File: config.mk
export PLATFORM = sky130hd
export DESIGN_NAME = fpu_arbiter_flat
export DESIGN_NICKNAME = d
export VERILOG_FILES = /design/src/rtl/fpu_arbiter_if.sv /design/src/rtl/fpu_arbiter.sv /design/src/flat_wrapper.sv
export SDC_FILE = /design/constraint.sdc
export NUM_CORES = 1
export LEC_CHECK = 0
export CORE_ASPECT_RATIO = 0.8
export CORE_UTILIZATION = 42
export CTS_CLUSTER_DIAMETER = 50
export DETAILED_ROUTE_END_ITERATION = 16
export PLACE_DENSITY = 0.89
export SLEW_MARGIN = 10
export SYNTH_ARGS = -nofsm -noshare
export SYNTH_HDL_FRONTEND = slang
export SYNTH_SLANG_ARGS = --single-unit
File: constraint.sdc
create_clock -name clk -period 5.1 [get_ports clk]
set_clock_uncertainty 0.15 [all_clocks]
set_input_delay 1.02 -clock clk [delete_from_list [all_inputs] [get_ports clk]]
set_output_delay 1.02 -clock clk [all_outputs]
set_load 0.05 [all_outputs]
File: src/rtl/fpu_arbiter_if.sv
// Requester/FPU bus bundle for fpu_arbiter: two requesters share one FP16 FPU.
// slave = arbiter view, master = environment (requesters + FPU) view.
interface fpu_arbiter_if;
  logic [1:0]  req_valid;
  logic [1:0]  req_ready;
  logic [3:0]  req_op;
  logic [31:0] req_a;
  logic [31:0] req_b;
  logic        fpu_valid_in;
  logic [1:0]  fpu_op;
  logic [15:0] fpu_a;
  logic [15:0] fpu_b;
  logic        fpu_valid_out;
  logic [15:0] fpu_result;
  logic [1:0]  rsp_valid;
  logic [15:0] rsp_data;
  logic        rsp_err;
  logic        busy;

  modport slave (
    input  req_valid, req_op, req_a, req_b, fpu_valid_out, fpu_result,
    output req_ready, fpu_valid_in, fpu_op, fpu_a, fpu_b,
           rsp_valid, rsp_data, rsp_err, busy
  );

  modport master (
    output req_valid, req_op, req_a, req_b, fpu_valid_out, fpu_result,
    input  req_ready, fpu_valid_in, fpu_op, fpu_a, fpu_b,
           rsp_valid, rsp_data, rsp_err, busy
  );
endinterface

File: src/rtl/fpu_arbiter.sv
// Round-robin arbiter sharing one FP16 FPU between two requesters, one op in flight.
// Optional WAIT timeout with forced error response: define FPU_ARBITER_TIMEOUT_EN.
module fpu_arbiter #(
  parameter int TIMEOUT = 16
) (
  input logic          clk,
  input logic          rst_n,
  fpu_arbiter_if.slave bus
);
  localparam int          NUM_REQ = 2;
  localparam logic [15:0] QNAN    = 16'h7E00;

  typedef enum logic [1:0] {IDLE, ISSUE, WAIT, RESP} state_t;

  state_t state, state_nxt;

  logic [NUM_REQ-1:0][1:0]  op_v;
  logic [NUM_REQ-1:0][15:0] a_v, b_v;
  logic [NUM_REQ-1:0]       grant, acc;
  logic                     acc_any, acc_idx, acc_rsv;
  logic                     last;   // most recently accepted requester
  logic                     tag;    // owner of the op in flight
  logic                     ld_rsp, err_d, to_hit;
  logic [15:0]              data_d;

  assign op_v = bus.req_op;
  assign a_v  = bus.req_a;
  assign b_v  = bus.req_b;

  always_comb begin
    grant = '0;
    case (bus.req_valid)
      2'b01:   grant = 2'b01;
      2'b10:   grant = 2'b10;
      2'b11:   grant = last ? 2'b01 : 2'b10;
      default: grant = '0;
    endcase
  end

  for (genvar i = 0; i < NUM_REQ; i++) begin : g_lane
    assign bus.req_ready[i] = (state == IDLE) && grant[i];
    assign bus.rsp_valid[i] = (state == RESP) && (tag == 1'(i));
    assign acc[i]           = bus.req_valid[i] && bus.req_ready[i];
  end

  assign acc_any          = |acc;
  assign acc_idx          = acc[1];
  assign acc_rsv          = (op_v[acc_idx] == 2'b11);
  assign bus.fpu_valid_in = (state == ISSUE);
  assign bus.busy         = (state != IDLE);

`ifdef FPU_ARBITER_TIMEOUT_EN
  logic [7:0] to_cnt;

  // Cleared whenever outside WAIT, so every WAIT entry starts from zero.
  always_ff @(posedge clk or negedge rst_n) begin
    if (!rst_n)              to_cnt <= '0;
    else if (state != WAIT)  to_cnt <= '0;
    else                     to_cnt <= to_cnt + 8'd1;
  end

  assign to_hit = (to_cnt == 8'(TIMEOUT - 1));
`else
  logic [7:0] unused_timeout;
  assign unused_timeout = 8'(TIMEOUT);
  assign to_hit         = 1'b0;
`endif

  always_comb begin
    state_nxt = state;
    ld_rsp    = 1'b0;
    data_d    = bus.rsp_data;
    err_d     = bus.rsp_err;
    case (state)
      IDLE: if (acc_any) begin
        if (acc_rsv) begin
          state_nxt = RESP;
          ld_rsp    = 1'b1;
          data_d    = QNAN;
          err_d     = 1'b1;
        end else begin
          state_nxt = ISSUE;
        end
      end
      ISSUE: state_nxt = WAIT;
      WAIT: begin
        // A reply in the same cycle as the timeout still wins.
        if (bus.fpu_valid_out) begin
          state_nxt = RESP;
          ld_rsp    = 1'b1;
          data_d    = bus.fpu_result;
          err_d     = 1'b0;
        end else if (to_hit) begin
          state_nxt = RESP;
          ld_rsp    = 1'b1;
          data_d    = QNAN;
          err_d     = 1'b1;
        end
      end
      RESP:    state_nxt = IDLE;
      default: state_nxt = IDLE;
    endcase
  end

  always_ff @(posedge clk or negedge rst_n) begin
    if (!rst_n) begin
      state        <= IDLE;
      last         <= 1'b1;
      tag          <= 1'b0;
      bus.fpu_op   <= '0;
      bus.fpu_a    <= '0;
      bus.fpu_b    <= '0;
      bus.rsp_data <= '0;
      bus.rsp_err  <= 1'b0;
    end else begin
      state <= state_nxt;
      if (acc_any) begin
        last <= acc_idx;
        tag  <= acc_idx;
        // Reserved ops never reach the FPU, so its operand bus is left untouched.
        if (!acc_rsv) begin
          bus.fpu_op <= op_v[acc_idx];
          bus.fpu_a  <= a_v[acc_idx];
          bus.fpu_b  <= b_v[acc_idx];
        end
      end
      if (ld_rsp) begin
        bus.rsp_data <= data_d;
        bus.rsp_err  <= err_d;
      end
    end
  end
endmodule

File: src/flat_wrapper.sv
// flat-port wrapper written by rule: the top's interface ports become plain ports
module fpu_arbiter_flat 
#(
  parameter int TIMEOUT = 16
)
  (clk, rst_n, bus_req_valid, bus_req_op, bus_req_a, bus_req_b, bus_fpu_valid_out, bus_fpu_result, bus_req_ready, bus_fpu_valid_in, bus_fpu_op, bus_fpu_a, bus_fpu_b, bus_rsp_valid, bus_rsp_data, bus_rsp_err, bus_busy);
  fpu_arbiter_if bus_i ();
  input logic clk;
  input logic rst_n;
  input wire logic [$bits(bus_i.req_valid)-1:0] bus_req_valid;
  input wire logic [$bits(bus_i.req_op)-1:0] bus_req_op;
  input wire logic [$bits(bus_i.req_a)-1:0] bus_req_a;
  input wire logic [$bits(bus_i.req_b)-1:0] bus_req_b;
  input wire logic [$bits(bus_i.fpu_valid_out)-1:0] bus_fpu_valid_out;
  input wire logic [$bits(bus_i.fpu_result)-1:0] bus_fpu_result;
  output wire logic [$bits(bus_i.req_ready)-1:0] bus_req_ready;
  output wire logic [$bits(bus_i.fpu_valid_in)-1:0] bus_fpu_valid_in;
  output wire logic [$bits(bus_i.fpu_op)-1:0] bus_fpu_op;
  output wire logic [$bits(bus_i.fpu_a)-1:0] bus_fpu_a;
  output wire logic [$bits(bus_i.fpu_b)-1:0] bus_fpu_b;
  output wire logic [$bits(bus_i.rsp_valid)-1:0] bus_rsp_valid;
  output wire logic [$bits(bus_i.rsp_data)-1:0] bus_rsp_data;
  output wire logic [$bits(bus_i.rsp_err)-1:0] bus_rsp_err;
  output wire logic [$bits(bus_i.busy)-1:0] bus_busy;
  assign bus_i.req_valid = bus_req_valid;
  assign bus_i.req_op = bus_req_op;
  assign bus_i.req_a = bus_req_a;
  assign bus_i.req_b = bus_req_b;
  assign bus_i.fpu_valid_out = bus_fpu_valid_out;
  assign bus_i.fpu_result = bus_fpu_result;
  assign bus_req_ready = bus_i.req_ready;
  assign bus_fpu_valid_in = bus_i.fpu_valid_in;
  assign bus_fpu_op = bus_i.fpu_op;
  assign bus_fpu_a = bus_i.fpu_a;
  assign bus_fpu_b = bus_i.fpu_b;
  assign bus_rsp_valid = bus_i.rsp_valid;
  assign bus_rsp_data = bus_i.rsp_data;
  assign bus_rsp_err = bus_i.rsp_err;
  assign bus_busy = bus_i.busy;
  fpu_arbiter #(.TIMEOUT(TIMEOUT)) u_core (.clk(clk), .rst_n(rst_n), .bus(bus_i));
endmodule
==> results.sh <==
export IMPL_muxShareOfSynthArea=0.270
export IMPL_final_layout_size_suffix_gt1_frac=0.236
export IMPL_synth_top_cell_by_area="dfrtp_1"
export IMPL_cts_tree="built"
export IMPL_std_cell_rows=25
export IMPL_syn_inst=202
export IMPL_grt_pass1_wl_um=10400
export IMPL_clockPowerShare=0.103
export IMPL_port_buffers=145
export IMPL_post_route_util=0.713
export IMPL_syn2layout_area_growth_pct=61.1
export IMPL_yosys_area_share_simple=0.0473
export IMPL_dieWidth_um=91.2
export IMPL_cts_hold_buffers=0
export IMPL_die_area_um2=6690
export IMPL_hpwlAfterDp_um=4990
export IMPL_clock_sinks=55
export IMPL_drc=0
export IMPL_worst_pin_slew_ns=1.07
export IMPL_hold_viol=0
export IMPL_grt_remaining_overflow=0
export IMPL_fin_setup_tns_ns=0
export IMPL_dr_first_iter_drc_count=45
export IMPL_synth_xor_area_frac=0
export IMPL_fillers=429
export IMPL_grt_pass1_vias=2254
export IMPL_synth_top_area_share=0.506
export IMPL_insertion_delay_ns=0.29
export IMPL_synthAdderAreaFrac=0.0234
export IMPL_clk_pin_slew_ns=0.09
export IMPL_critPathKind="in2out"
export IMPL_p_leak_uw=0.00180
export IMPL_antenna_found_initial=0
export IMPL_wirelength_um=6520
export IMPL_synth_compound_area_frac=0.0965
export IMPL_ys_warn_count=0
export IMPL_vias_per_cell=5.00
export IMPL_synth_most_common_cell="mux2_2"
export IMPL_syn_nets=296
export IMPL_synth_top_family_by_area="multiplexers"
export IMPL_slew_violations=0
export IMPL_netlist_area_um2=2670
export IMPL_cp_start_kind="primary input"
export IMPL_avgSynthCellArea_um2=13.2
export IMPL_routabilityCongestion=0.788
export IMPL_io_pins=146
export IMPL_via_count=2144
export IMPL_power_uw=2920
export IMPL_postRouteAntennaNets=0
export IMPL_r2r_start="u_core.state[1]"
export IMPL_cts_resized_gates=0
export IMPL_max_stage_delay_ns=0.72
export IMPL_wire_per_inst_um=15.2
export IMPL_cts_made_buffers=5
export IMPL_period_minus_slack_ns=4.15
export IMPL_post_cts_buffers=0
export IMPL_initial_core_util=0.442
export IMPL_synth_ff_type="dfrtp_1"
export IMPL_core_um2=6040
export IMPL_crit_chain="clkdlybuf4s50_1 -> inv_1 -> o211ai_1 -> inv_1 -> clkdlybuf4s50_1"
export IMPL_synth_edf_count=0
export IMPL_worstPathArrival_ns=2.98
export IMPL_drt_first_pass_iters=6
export IMPL_power_switching_uw=1370
export IMPL_synth_cell_types=34
export IMPL_r2r_slack_ns=2.19
export IMPL_critPathLaunch="bus_req_valid[1]"
export IMPL_cp_end_kind="primary output"
export IMPL_clockBufferDepth=2
export IMPL_ir_worst_vdd_uv=366
export IMPL_maxSlewHeadroom=0.287
export IMPL_post_route_period_util=0.814
export IMPL_die_h_um=73.3
export IMPL_ys_async_sr_fraction=1.00
export IMPL_htreeDepth=2
export IMPL_maxCapViolations=0
export IMPL_yosys_top_cells_count="63 x mux2_2, 54 x dfrtp_1, 16 x inv_1"
export IMPL_crit_path_max_fanout=8
export IMPL_hp_class="reg2reg"
export IMPL_status="complete, no violations"
export IMPL_setup_viol=0
export IMPL_nets=441
export IMPL_power_internal_uw=1550
export IMPL_p_sw_frac=0.470
export IMPL_ys_ff_latch=55
export IMPL_ys_top_cells_by_area="dfrtp_1 51%, mux2_2 27%, a22o_1 3.3%"
export IMPL_rsz0062_at_grt="no"
export IMPL_fmax_ghz=0.241
export IMPL_track_usage=0.197
export IMPL_cp_required_ns=3.93
export IMPL_combPwrFrac=0.636
export IMPL_grt_max_degree=56
export IMPL_clock_tree_root_cell="clkbuf_8"
export IMPL_p_per_area_nw_per_um2=678
export IMPL_sequentialPowerShare=0.261
export IMPL_slowest_stage="clkdlybuf4s50_1"
export IMPL_insertedDiodeCount=0
export IMPL_hp_start="u_core.bus.fpu_b[0]"
export IMPL_ys_seq_area_frac=0.516
## worst paths after layout
path,to,depth (start not counted)
worst max-delay path,bus_req_ready[0],5
worst min-delay path,u_core.bus.fpu_b[0],1
max in group asynchronous,u_core.state[1],2
min in group asynchronous,u_core.bus.fpu_b[13],2
worst max register to register,u_core.bus.fpu_b[5],6
worst min register to register,u_core.bus.fpu_b[0],1
## power by group through the flow
stage / Clock, µW / Combinational (µW) / Sequential (µW)
detailed placement: 0 / 1870 / 767
global placement: 0 / 1840 / 757
CTS: 309 / 1870 / 763
global route: 327 / 1950 / 790
floorplan: 0 / 624 / 1420
finish: 300 / 1860 / 760
## sequential cells by signal (all words and copies together) (netlist names)
name                 flops
u_core.bus.rsp_data     16
u_core.state             2
u_core.tag               1
u_core.last              1
u_core.bus.rsp_err       1
u_core.bus.fpu_op        2
u_core.bus.fpu_b        16
u_core.bus.fpu_a        16
## worst max-delay path: cells and delay by family
kind	cells	cell delay, ns
AO/OA/AOI/OAI	1	0.43
buffers and inverters	4	1.54
## stage by stage
step                hold WS (ns)  area, µm²  setup WS (ns)  instances
floorplan                  0.327       2670           2.00        202
global placement           0.319       4180           1.02        421
detailed placement         0.324       4180          0.951        421
CTS                        0.346       4300          0.949        429
global route               0.376       4300          0.857        429
finish                     0.338       4300          0.947        429
## cells in the final DEF, fill, tap and decap left out, types with 2 or more instances in the layout
cell type	instances
nor3b_1	2
buf_4	3
ha_1	5
a21oi_1	4
inv_1	16
nor2_1	3
nand2_1	5
a31oi_1	2
a22o_1	10
clkdlybuf4s50_1	144
a2bb2oi_1	7
mux2_2	63
and2_1	3
dfrtp_1	54
clkbuf_8	6
## area by class of cell
type                    count  area (µm²)  share of cell area
multi-input cells         121        1170               0.273
repair buffers            148        1470               0.341
well taps                  81         101              0.0235
clock buffers               6        82.6              0.0192
inverters                  16        60.1              0.0140
flip-flops and latches     55        1380               0.320
clock inverters             2        38.8             0.00901
## cell families (layout without fill, tap and decap cells)
family	Yosys count	in the layout
DFF	55	55
and+or+nand+nor	20	20
AOI/OAI and AO/OA	32	32
muxes	64	64
adders and majority gates	5	5
buffers and inverters	26	172
## routing by layer
| layer | GRT usage | vias to the layer above | part of all wire |
|---|---|---|---|
| met5 | 0 | - | 0 |
| met4 | 0.0353 | 0 | 0.013 |
| met3 | 0.0642 | 8 | 0.078 |
| met2 | 0.359 | 85 | 0.49 |
| met1 | 0.234 | 1035 | 0.42 |
| li1 | - | 1016 | - |
Power figures use the tool's default switching activity.
